--- src/rtl/ddr2_write_arbiter.sv ---
// Round-robin arbiter sharing the DDR2 address and write-data FIFOs between two
// write masters; each 2-beat burst is kept atomic and the non-owner sees full.
//   IDLE  | no burst in progress, DDR outputs idle, both masters stalled
//   BEAT1 | owner granted, waiting to push address + first data beat
//   BEAT2 | address accepted, waiting to push second data beat
module ddr2_write_arbiter #(
    parameter int ADDR_W = 31,
    parameter int DATA_W = 128,
    parameter int MASK_W = 16
) (
    input  logic              clk,
    input  logic              rst,
    input  logic [ADDR_W-1:0] m0_af_addr_din,
    input  logic              m0_af_wr_en,
    input  logic [DATA_W-1:0] m0_wdf_din,
    input  logic [MASK_W-1:0] m0_wdf_mask_din,
    input  logic              m0_wdf_wr_en,
    output logic              m0_af_full,
    output logic              m0_wdf_full,
    input  logic [ADDR_W-1:0] m1_af_addr_din,
    input  logic              m1_af_wr_en,
    input  logic [DATA_W-1:0] m1_wdf_din,
    input  logic [MASK_W-1:0] m1_wdf_mask_din,
    input  logic              m1_wdf_wr_en,
    output logic              m1_af_full,
    output logic              m1_wdf_full,
    input  logic              af_full,
    input  logic              wdf_full,
    output logic [ADDR_W-1:0] af_addr_din,
    output logic              af_wr_en,
    output logic [DATA_W-1:0] wdf_din,
    output logic [MASK_W-1:0] wdf_mask_din,
    output logic              wdf_wr_en,
    output logic              owner,
    output logic              busy
);

    typedef enum logic [1:0] {
        IDLE  = 2'd0,
        BEAT1 = 2'd1,
        BEAT2 = 2'd2
    } state_t;

    state_t state_q, state_d;
    logic   owner_q, owner_d;
    logic   rr_last_q, rr_last_d;

    logic   own_af;
    logic   own_wdf;
    logic   beat1_go;
    logic   beat2_go;

    always_comb begin
        own_af   = owner_q ? m1_af_wr_en  : m0_af_wr_en;
        own_wdf  = owner_q ? m1_wdf_wr_en : m0_wdf_wr_en;
        beat1_go = own_af & own_wdf & ~af_full & ~wdf_full;
        beat2_go = own_wdf & ~af_full & ~wdf_full;
    end

    always_comb begin
        state_d   = state_q;
        owner_d   = owner_q;
        rr_last_d = rr_last_q;
        case (state_q)
            IDLE: begin
                if (m0_af_wr_en && m1_af_wr_en) begin
                    owner_d = ~rr_last_q;
                    state_d = BEAT1;
                end else if (m0_af_wr_en) begin
                    owner_d = 1'b0;
                    state_d = BEAT1;
                end else if (m1_af_wr_en) begin
                    owner_d = 1'b1;
                    state_d = BEAT1;
                end
            end
            BEAT1: begin
                if (beat1_go) begin
                    state_d = BEAT2;
                end
            end
            BEAT2: begin
                if (beat2_go) begin
                    rr_last_d = owner_q;
                    state_d   = IDLE;
                end
            end
            default: state_d = IDLE;
        endcase
    end

    always_ff @(posedge clk) begin
        if (rst) begin
            state_q   <= IDLE;
            owner_q   <= 1'b0;
            rr_last_q <= 1'b1;
        end else begin
            state_q   <= state_d;
            owner_q   <= owner_d;
            rr_last_q <= rr_last_d;
        end
    end

    // Datapath follows the registered owner so muxing never waits on arbitration.
    always_comb begin
        af_addr_din  = '0;
        wdf_din      = '0;
        wdf_mask_din = '1;
        af_wr_en     = 1'b0;
        wdf_wr_en    = 1'b0;
        m0_af_full   = 1'b1;
        m0_wdf_full  = 1'b1;
        m1_af_full   = 1'b1;
        m1_wdf_full  = 1'b1;
        if (state_q != IDLE) begin
            af_addr_din  = owner_q ? m1_af_addr_din  : m0_af_addr_din;
            wdf_din      = owner_q ? m1_wdf_din      : m0_wdf_din;
            wdf_mask_din = owner_q ? m1_wdf_mask_din : m0_wdf_mask_din;
            if (owner_q) begin
                m1_af_full  = af_full;
                m1_wdf_full = wdf_full;
            end else begin
                m0_af_full  = af_full;
                m0_wdf_full = wdf_full;
            end
            af_wr_en  = (state_q == BEAT1) & beat1_go;
            wdf_wr_en = (state_q == BEAT1) ? beat1_go : beat2_go;
        end
    end

    assign owner = owner_q;
    assign busy  = (state_q != IDLE);

endmodule

--- config.mk ---
export PLATFORM = sky130hd
export DESIGN_NAME = ddr2_write_arbiter
export DESIGN_NICKNAME = d
export VERILOG_FILES = /design/src/rtl/ddr2_write_arbiter.sv
export SDC_FILE = /design/constraint.sdc
export NUM_CORES = 1
export LEC_CHECK = 0
export ABC_AREA = 1
export CAP_MARGIN = 10
export CORE_AREA = 2 2 211 213
export DETAILED_ROUTE_END_ITERATION = 8
export DIE_AREA = 0 0 213 215
export PLACE_DENSITY = 0.3
export SETUP_SLACK_MARGIN = 0.15
export SLEW_MARGIN = 25
export SYNTH_ARGS = -nofsm -noshare
export SYNTH_HDL_FRONTEND = slang
export SYNTH_SLANG_ARGS = --single-unit
--- constraint.sdc ---
create_clock -name clk -period 2.53 [get_ports clk]
set_input_delay 0.253 -clock clk [delete_from_list [all_inputs] [get_ports clk]]
set_output_delay 0.253 -clock clk [all_outputs]
set_load 0.1 [all_outputs]
==> metrics <==
run status finished clean; cells along the critical path nor2_2 -> nor2_4 -> inv_1 -> o22a_1 -> buf_12; Total GRT Usage 9.442%; worst r2r src owner; Post-Route Skew 0.003249 ns; DP HPWL 20310 um; Seq cells post-synth 4; CP Data Required Time 2.28 ns; TNS Setup 0 ns; post-synthesis mux area share 0%; Cells after Synth 264; Syn-to-layout area delta 396.4%; largest family of logic cells by synthesized area compound AO/OA/AOI/OAI gates; CTS tree done; Layout fillers 4675; CTS Hold Bufs 0; Clock transition at path regs 0.03 ns; Warnings, synthesis 0; area of the multi-input gates 1710 sq um; Worst-Margin Slew 0.6160 ns; area share of fa/ha/maj cells after synthesis 0%; utilization after layout 22.76%; root buffer cell clkbuf_16; Congestion Overflow GR 0; # nets final 1139; total CTS buffers 3; CP endpoint kind output pin; CP startpoint kind flop; antenna violations before repair 0; layout cells sized above 1 26.83%; crit path capture wdf_mask_din[11]; Post-Synthesis Net Count 622; diode count 0; Post-Synth Simple-Gate Area 6.567%; Final Critical Period 2.149 ns; Critical Setup Path Class reg2out; critical path's largest stage delay 0.47 ns; Die Y 215 um; XOR/XNOR Fraction of Synth Area 0%; crit path DAT 1.90 ns; worst r2r dst state_q[1]; first-pass GRT wire length 32260 um; largest net degree at the start of global routing 85; fin. max-slew vios 0; RePlAce Congestion 0.7351; Die X 213 um; FF-to-FF path depth 4; PD cells 491.9 nW/um^2; Leakage 0.003775 uW; drt first pass iters 4; Post-Syn Area per Cell 7.578 sq um; Clock Latency Late Sink 0.23 ns; Cell variety after synth 16; die area 45800 sq um; via count 4471; HP Class reg2reg; H-tree depth 1; row cnt 77; register area 81.33 sq um; Crit. Startpoint state_q[1]; Post-Syn Area 2001 sq um; buffer count from post-CTS setup fixing 0; worst path bufs/invs 2; Clock Tree Buf Depth 2; vias in the first global route 4755; Crit path max-delay family buffers and inverters; IO buf count 540; Levels on crit path 5; Initial DRC Count 176; CP max stage cell inv_1; max frequency 465.2 MHz; DR WL/cell 17.16 um; antenna viol nets, final 0; RSZ-0062 raised after global routing false; total I/O pin count 541; Residual DRC 0; fin crit share 84.96%; post-synthesis sequential area ratio 4.003%; Core Area 43640 sq um; Fin. Hold Viols 0; Max-Cap Viols 0; relative slew slack 58.89%; Starting Density 4.584%; crit-path max FO 16; clock net sink count 4; FF-to-FF setup slack 1.39 ns; post-CTS sizing 0; vias per cell 3.261; final wirelength 23530 um; maximum VDD drop 0.1836 mV; Compound-Gate Fraction of Synth Area 78.24%; Final setup viols 0
## registers in the layout, indices dropped and copies added (netlist names)
register	count
owner	1
state_q	2
rr_last_q	1
## cells in the mapped netlist
master	instances	area share (%)
o21ai_0	2	0.50
nor2_1	7	1.3
clkbuf_1	9	1.7
nor2_2	1	0.31
inv_1	12	2.3
buf_4	1	0.38
a21oi_1	3	0.75
dfxtp_1	4	4.0
a22o_1	159	70
nor2_4	2	1.1
nand3_1	4	1.0
nand2_1	15	2.8
buf_2	26	6.5
inv_2	2	0.38
o211ai_1	1	0.38
o22a_1	16	7.0
## worst min-delay path by stage
stage | from | end | slack, ns | depth (start not counted)
after CTS | rr_last_q | rr_last_q | 0.46 | 2
final | rr_last_q | rr_last_q | 0.47 | 2
after global routing | rr_last_q | rr_last_q | 0.49 | 2
after detailed placement | rr_last_q | rr_last_q | 0.46 | 2
after floorplan | rst | state_q[0] | 0.32 | 1
after global placement | rr_last_q | rr_last_q | 0.45 | 2
## worst reg2reg max path, stage by stage (launching register included)
cell     delay (ns)
dfxtp_2        0.41
nor2_1         0.09
nor2_1         0.21
nand3_1        0.19
a21oi_1        0.16
## layer usage
layer / vias to the layer above / GRT usage (%) / routed length [um]
met5: - / 0 / 0
met4: 0 / 0.6993 / 95
met3: 6 / 2.835 / 2479
met2: 284 / 18.94 / 12840
met1: 2047 / 9.798 / 8107
li1: 2134 / - / -
## power breakdown
part           leakage (uW)  total [uW]  switching [uW]  internal (uW)
Sequential        0.0000332        73.1            5.58           67.6
Clock             0.0000370         249            46.7            202
Combinational       0.00370        4560            2780           1780
## layout make-up
| class | instances | area share [%] |
|---|---|---|
| Clock buffer | 3 | 0.7559 |
| Inverter | 14 | 0.5291 |
| Multi-Input combinational cell | 210 | 17.22 |
| Sequential cell | 4 | 0.8188 |
| Tap cell | 592 | 7.458 |
| Timing Repair Buffer | 548 | 73.22 |
## through the flow
| step | setup slack [ns] | hold slack [ns] | power, uW | cells | area, sq um |
|---|---|---|---|---|---|
| 6_report | 0.3805 | 0.4685 | 4886 | 1371 | 9932 |
| 5_1_grt | 0.2606 | 0.4907 | 5015 | 1371 | 9932 |
| 4_1_cts | 0.3730 | 0.4648 | 4927 | 1371 | 9932 |
| 3_5_place_dp | 0.6241 | 0.4577 | 4669 | 1368 | 9857 |
| 3_3_place_gp | 0.5960 | 0.4540 | 4690 | 1368 | 9857 |
| 2_1_floorplan | 0.1287 | 0.3221 | 2637 | 264 | 2016 |
## logic make-up (layout without fill, tap and decap cells)
group | Yosys count | count (layout)
AO/OA/AOI/OAI | 181 | 181
buffers and inverters | 50 | 565
AND/OR/NAND/NOR | 29 | 29
flip-flops | 4 | 4
## layout by cell type, fill, tap and decap left out
cell               n
a22o_1           151
dfxtp_2            1
a21oi_1            3
o22a_1            16
clkdlybuf4s50_1  357
a22o_2             8
buf_4             10
clkbuf_16          3
nand3_1            4
o211ai_1           1
buf_12           181
nor2_2             1
o21ai_2            1
inv_1             12
o21ai_0            1
nor2_1             7
nor2_4             2
dfxtp_1            3
nand2_1           15
inv_2              2
Note: power is estimated with default switching activity, not from simulation.
